`config.mk`:
```
export PLATFORM = sky130hd
export DESIGN_NAME = reg_file_mp
export DESIGN_NICKNAME = d
export VERILOG_FILES = /design/src/rtl/reg_file_mp.sv
export SDC_FILE = /design/constraint.sdc
export NUM_CORES = 2
export LEC_CHECK = 0
export BUFFER_PORTS_ARGS = -buffer_cell sky130_fd_sc_hd__buf_4
export CAP_MARGIN = 25
export CORE_ASPECT_RATIO = 1.1
export CORE_MARGIN = 2
export CORE_UTILIZATION = 30
export CTS_CLUSTER_DIAMETER = 200
export DETAILED_ROUTE_END_ITERATION = 12
export GPL_ROUTABILITY_DRIVEN = 0
export SYNTH_ARGS = -nofsm -noshare
export SYNTH_HDL_FRONTEND = slang
export SYNTH_SLANG_ARGS = --single-unit
export TNS_END_PERCENT = 5
```
`constraint.sdc`:
```
create_clock -name clk -period 3.9 [get_ports clk]
set_input_delay 0.39 -clock clk [delete_from_list [all_inputs] [get_ports clk]]
set_output_delay 0.39 -clock clk [all_outputs]
set_load 0.01 [all_outputs]
```
`src/rtl/reg_file_mp.sv`:
```
// Multi-port register file: three bypassed read ports, two write-back ports,
// self-incrementing PC, masked-update CPSR and a pending-write scoreboard.
module reg_file_mp #(
    parameter int                 DATA_W   = 32,
    parameter int                 ADDR_W   = 4,
    parameter logic [DATA_W-1:0]  RESET_PC = '0,
    parameter logic [DATA_W-1:0]  PC_INC   = DATA_W'(1),
    parameter bit                 ZERO_R0  = 1'b0
) (
    input  logic              clk,
    input  logic              reset,
    input  logic              if_stall,
    output logic [DATA_W-1:0] if_pc_out,
    input  logic [ADDR_W-1:0] exe_rd_num,
    input  logic [ADDR_W-1:0] exe_rs_num,
    input  logic [ADDR_W-1:0] exe_rt_num,
    output logic [DATA_W-1:0] exe_rd_data_out,
    output logic [DATA_W-1:0] exe_rs_data_out,
    output logic [DATA_W-1:0] exe_rt_data_out,
    output logic              exe_rd_busy,
    output logic              exe_rs_busy,
    output logic              exe_rt_busy,
    input  logic              exe_issue_en,
    input  logic [ADDR_W-1:0] exe_issue_num,
    output logic [DATA_W-1:0] exe_cpsr_out,
    input  logic              wb0_write_en,
    input  logic [ADDR_W-1:0] wb0_rd_num,
    input  logic [DATA_W-1:0] wb0_rd_in,
    input  logic              wb1_write_en,
    input  logic [ADDR_W-1:0] wb1_rd_num,
    input  logic [DATA_W-1:0] wb1_rd_in,
    input  logic              wb_pc_write_en,
    input  logic [DATA_W-1:0] wb_pc_in,
    input  logic              wb_cpsr_write_en,
    input  logic [DATA_W-1:0] wb_cpsr_mask,
    input  logic [DATA_W-1:0] wb_cpsr_in
);
    localparam int NREG  = 2 ** ADDR_W;
    localparam int NREAD = 3;

    logic [DATA_W-1:0] regs_reg [NREG];
    logic [NREG-1:0]   busy_reg;
    logic [DATA_W-1:0] pc_reg;
    logic [DATA_W-1:0] cpsr_reg;
    logic [DATA_W-1:0] cpsr_next;

    logic [NREG-1:0] wr0_hit;
    logic [NREG-1:0] wr1_hit;
    logic [NREG-1:0] issue_hit;

    // Per-register decode of write and issue strobes; r0 is inert when hardwired
    genvar gi;
    generate
        for (gi = 0; gi < NREG; gi++) begin : g_decode
            localparam bit LOCKED = ZERO_R0 && (gi == 0);
            assign wr0_hit[gi]   = !LOCKED && wb0_write_en && (wb0_rd_num == ADDR_W'(gi));
            assign wr1_hit[gi]   = !LOCKED && wb1_write_en && (wb1_rd_num == ADDR_W'(gi));
            assign issue_hit[gi] = !LOCKED && exe_issue_en && (exe_issue_num == ADDR_W'(gi));
        end
    endgenerate

    always_ff @(posedge clk) begin
        if (reset) begin
            for (int i = 0; i < NREG; i++) begin
                regs_reg[i] <= '0;
            end
            busy_reg <= '0;
        end else begin
            for (int i = 0; i < NREG; i++) begin
                if (wr1_hit[i]) begin
                    regs_reg[i] <= wb1_rd_in;
                end else if (wr0_hit[i]) begin
                    regs_reg[i] <= wb0_rd_in;
                end
                // A new producer issued in the same edge keeps the bit set
                if (issue_hit[i]) begin
                    busy_reg[i] <= 1'b1;
                end else if (wr0_hit[i] || wr1_hit[i]) begin
                    busy_reg[i] <= 1'b0;
                end
            end
        end
    end

    always_ff @(posedge clk) begin
        if (reset) begin
            pc_reg <= RESET_PC;
        end else if (wb_pc_write_en) begin
            pc_reg <= wb_pc_in;
        end else if (!if_stall) begin
            pc_reg <= pc_reg + PC_INC;
        end
    end

    assign cpsr_next = (cpsr_reg & ~wb_cpsr_mask) | (wb_cpsr_in & wb_cpsr_mask);

    always_ff @(posedge clk) begin
        if (reset) begin
            cpsr_reg <= '0;
        end else if (wb_cpsr_write_en) begin
            cpsr_reg <= cpsr_next;
        end
    end

    assign if_pc_out    = pc_reg;
    assign exe_cpsr_out = wb_cpsr_write_en ? cpsr_next : cpsr_reg;

    logic [NREAD-1:0][ADDR_W-1:0] read_num;
    logic [NREAD-1:0][DATA_W-1:0] read_data;
    logic [NREAD-1:0]             read_busy;

    assign read_num = {exe_rt_num, exe_rs_num, exe_rd_num};

    generate
        for (gi = 0; gi < NREAD; gi++) begin : g_read
            logic [DATA_W-1:0] val;
            logic              zero_idx;

            assign zero_idx = ZERO_R0 && (read_num[gi] == '0);

            always_comb begin
                val = regs_reg[read_num[gi]];
                if (wb0_write_en && (wb0_rd_num == read_num[gi])) begin
                    val = wb0_rd_in;
                end
                if (wb1_write_en && (wb1_rd_num == read_num[gi])) begin
                    val = wb1_rd_in;
                end
                if (zero_idx) begin
                    val = '0;
                end
            end

            assign read_data[gi] = val;
            assign read_busy[gi] = !zero_idx && busy_reg[read_num[gi]];
        end
    endgenerate

    assign exe_rd_data_out = read_data[0];
    assign exe_rs_data_out = read_data[1];
    assign exe_rt_data_out = read_data[2];
    assign exe_rd_busy     = read_busy[0];
    assign exe_rs_busy     = read_busy[1];
    assign exe_rt_busy     = read_busy[2];

endmodule

```
## After elaboration in Yosys (flattened, before gate mapping)

Memory sizes are Yosys's and may differ from the RTL's.
Index checks and enable logic that the tools add are counted.

| word-level totals | value |
|---|---|
| register bits after elaboration | 80 |
| RAM bits | 512 |
| output and inout port bits | 163 |
| memories | 1 |

Memories:

| memory | depth | width | read ports | clocked after memory_dff | write ports | RTL line | text |
|---|---|---|---|---|---|---|---|
| regs_reg | 16 | 32 | 3 | 0 | 16 | 41 | `logic [DATA_W-1:0] regs_reg [NREG];` |

| cells by class | value |
|---|---|
| $add $sub $neg | 1 |
| magnitude comparators | 3 |
| equal/unequal tests | 52 |
| mux-type cells | 193 |
| bitwise logic cells | 36 |
| reduce and logical (&&, ||, !) cells | 89 |

Operator list:

| kind | count |
|---|---|
| 2-to-1 mux 32 bit | 41 |
| 2-to-1 mux 1 bit | 149 |
| equality test 4 bit, second input constant | 24 |
| AND 32 bit | 2 |
| logical AND 1 bit | 54 |
| equality test 4 x 3 -> 1 bit, second input constant | 12 |
| adder 32 x 1 -> 32 bit, second input constant | 1 |
| inverter 32 bit | 1 |
| OR 1 bit | 32 |
| OR 32 bit | 1 |
| nonzero test 2 bit | 16 |
| equality test 4 x 2 -> 1 bit, second input constant | 6 |
| equality test 4 bit | 6 |
| logical OR 1 bit | 16 |
| < comparator 4 x 5 -> 1 bit, second input constant | 3 |
| binary-select mux 1 bit (select 4 bit) | 3 |
| equality test 4 x 1 -> 1 bit, second input constant | 3 |
| zero test 4 bit | 3 |
| inequality test 2 x 1 -> 1 bit, second input constant | 1 |

## Logic depth before layout (Yosys ltp)

| depth | value |
|---|---|
| depth after elaboration | 7 |
| mapped depth | 9 |

## Least setup slack after synthesis

OpenSTA, ideal clock, no wires.

| timing path | value |
|---|---|
| path kind | input to register |
| from | in wb0_rd_num[0] |
| to | mem regs_reg[12][0] (enable) |
| library setup time | 0.468 ns |
| data arrival time | 3.289 ns |
| required time | 3.432 ns |
| slack | 0.143 ns |
| stages on the path | 3 |
| path buffers | 1 |
| path through | or3b_1 -> clkbuf_1 -> o21ai_0 |

RTL lines:

| element | RTL line | text |
|---|---|---|
| start, declared | 27 | `input logic [ADDR_W-1:0] wb0_rd_num,` |
| end, declared | 41 |  |

## Worst setup path after layout

| timing path | value |
|---|---|
| from | in exe_rs_num[0] |
| to | out exe_rs_data_out[12] |

| on the way | value |
|---|---|
| longest elaborated chain between the ends | 4 |

Ends and longest elaborated chain:

| element | RTL line | text |
|---|---|---|
| start, declared | 15 | `input logic [ADDR_W-1:0] exe_rs_num,` |
| parallel branches: the longest is 3 deep, another holds memory read (16 x 32 bit) | - |  |
| 2-to-1 mux 32 bit * | 126 | `if (wb1_write_en && (wb1_rd_num == read_num[gi])) begin` |
| end, declared | 18 | `output logic [DATA_W-1:0] exe_rs_data_out,` |

Mark *: on every way between the ends.

==> impl_results.md <==
- Synth cell types: approximately 70
- Synth-to-Final Area Change: 18.8%
- GR peak layer: met2
- Critical path origin: exe_rs_num[0]
- Global route total overflow: 0
- I/O Pins: roughly 360
- CTS buffer count: 66
- FMAX: 294 MHz
- Slew @ Worst Pin: about 1.1 ns
- Min-delay src: wb_pc_in[23]
- Post-Syn Nets: 3565
- Yosys warns: 0
- Gr usage total: 0.258
- M3 GR Usage: 0.0607
- CP Data Arrival Time: roughly 3.0 ns
- Vias: roughly 34000
- Clk sinks: ~590
- Row count: 138
- Final wirelength: about 180000 µm
- Share of layout cells above drive strength 1: 0.315
- Pre-Repair DR Iteration Count: 9
- First-pass GRT wire length: approximately 250000 µm
- Worst slew margin: 0.280
- # setup viols final: 0
- Synthesized flop and latch total: 592
- Syn avg cell area: about 12 µm²
- Register area: about 17000 µm²
- Nets: approximately 3700
- Worst setup SP type: input port
- Met1 usage: 0.311
- Residual DRC count: 0
- Fill cell count: approximately 13000
- Slew Limit Fails: 0
- Number of synthesized flops with an enable pin: 512
- RSZ-0062 raised after global routing: no
- Routed vias/inst: about 6.5
- Port buffer count: 354
- Worst Path Max Fanout: 29
- H-tree Lvls: 3
- Finished Core Util: 0.360
- Met2 usage in global routing: 0.413
- Footprint of the multi-input gates: approximately 20000 µm²
- HP Class: input port to flop
- P_leak: 16.0 nW
- Root Driver: clkbuf_16
- Die area: 133000 µm²
- Worst R2R Start: if_pc_out[2]$_SDFFE_PP0P_
- Clk pin slew, worst setup/hold paths: approximately 0.060 ns
- TNS Setup: 0 ns
- Die Wd: 348 µm
- Max reg flops: 512
- Cells after Synth: roughly 3400
- Worst vdd ir: 0.000289 V
- Max Cap Violations: 0
- Tcrit/Tclk final: 0.872
- Final Skew: roughly 0.0057 ns
- Design area: about 46000 µm²
- DP Wirelength: 111000 µm
- Vias in the first global route: approximately 33000
- Sequential area share after synthesis: 0.436
- Initial drt markers: 5069
- Area post-placement: roughly 44000 µm²
- Worst Path Required: 3.51 ns
- Status: completed
- Chip height: about 380 µm
- Number of antenna violations at the first check in global routing: 8
- Fin crit period: between 3 and 4 ns
- Kind of end point of the critical path: output port
- Core ar.: about 130000 µm²
- Post-route ant nets: 0
- Worst-Skew Late Latency: 0.66 ns
- Kind of critical path: input port to output port
- Post-synth ARST share: 0
- Clock tree buffer depth: 3
- Ys flop type: edfxtp_1
- Cell Pwr Density: between 300 and 400 nW/µm²
- Hold Fails Final Rpt: 0
- Wirelength per Cell: 33.3 µm
- Mapped Area: roughly 39000 µm²
- Setup Fix Bufs, Post-CTS: 0
- CTS tree: done
- # resized after CTS: 0
- Largest net degree at the start of global routing: 99
- Starting Density: 0.303
-- metrics by stage --
step | total power [mW] | std cells | hold WS, ns | worst slack [ns]
after floorplan | 10.0 | 3372 | 0.449 | 0.143
after global placement | 11.6 | 5116 | 0.476 | 0.609
after detailed placement | 11.7 | 5122 | 0.482 | 0.562
after CTS | 18.1 | 5264 | 0.00184 | 0.561
after global routing | 18.6 | 5267 | 0.0426 | 0.571
final | 18.2 | 5269 | 0.0390 | 0.500
-- cell type report --
cell class                      instances  share of cell area
Antenna cell                            5            0.000270
Multi-Input combinational cell       2315               0.441
Inverter                               46             0.00378
Clock inverter                         34             0.00713
Timing Repair Buffer                  512              0.0957
Tap cell                             1680              0.0454
Sequential cell                       592               0.367
Clock buffer                           85              0.0399
-- Yosys cell counts, drive strengths merged (17+ instances only) --
library cell | n | area, µm²
nor4 | 17 | 225
inv | 46 | 173
a221o | 96 | 961
mux4 | 399 | 8990
xor2 | 27 | 236
edfxtp | 512 | 15400
buf | 133 | 637
a21oi | 19 | 95.1
xnor2 | 23 | 201
o21ai | 274 | 1370
and2 | 42 | 263
a22oi | 196 | 1470
clkbuf | 286 | 1070
a22o | 60 | 526
o22ai | 170 | 1060
nor3 | 25 | 150
o221a | 26 | 293
mux2 | 32 | 360
nand2 | 453 | 1710
nor2 | 340 | 1290
dfxtp | 80 | 1600
-- power breakdown --
| group | switching (mW) | internal (mW) |
|---|---|---|
| Sequential | 0.345 | 7.41 |
| Combinational | 2.13 | 1.79 |
| Clock | 2.80 | 3.70 |
| Total | 5.27 | 12.9 |
-- cells by family (layout without fill, tap and decap cells) --
family / count (synthesis) / after routing / synth area share
multiplexers: 436 / 436 / 0.241
flip-flops: 592 / 592 / 0.436
AO/OA/AOI/OAI: 873 / 873 / 0.156
other: 0 / 5 / 0
XOR/XNOR: 50 / 50 / 0.0112
buffers and inverters: 465 / 677 / 0.0483
AND/OR/NAND/NOR: 955 / 955 / 0.107
adder cells (fa/ha/maj): 1 / 1 / 0.000321
-- worst max-delay path, stage by stage --
cell,delay [ns]
buf_8,0.36
xor2_1,0.12
nor4_1,0.79
a21oi_4,0.18
buf_4,0.36
a221o_1,0.53
buf_4,0.19
-- worst paths after layout --
path / cells after the start / slack, ns / endpoint
max reg2reg: 5 / 1.53 / if_pc_out[28]$_SDFFE_PP0P_
min: 3 / 0.04 / if_pc_out[23]$_SDFFE_PP0P_
max: 7 / 0.50 / exe_rs_data_out[12]
min reg2reg: 2 / 0.49 / busy_reg[0]$_SDFFE_PP0P_
-- timing repair --
item,4_1_cts,5_1_grt
hold endpoints to repair,23,0
hold buffers,23,0
setup endpoints to repair,0,0
-- routing by layer --
metal  part of all wire  vias to the layer above
li1                   -                    13582
met1               0.34                    16980
met2               0.46                     2816
met3               0.12                      678
met4              0.074                        8
met5            0.00034                        -
-- placed cells by master (no fill, tap or decap), types with 27 or more instances in the layout --
cell	n
a221o_1	96
buf_12	32
a22oi_1	196
clkbuf_16	70
o21ai_0	257
mux4_2	399
and2_1	36
inv_1	44
mux2_2	32
edfxtp_1	512
buf_4	445
o22ai_1	170
xor2_1	27
nand2_1	442
dfxtp_1	80
nor2_1	328
a22o_1	60
(Power assumes the default switching activity.)
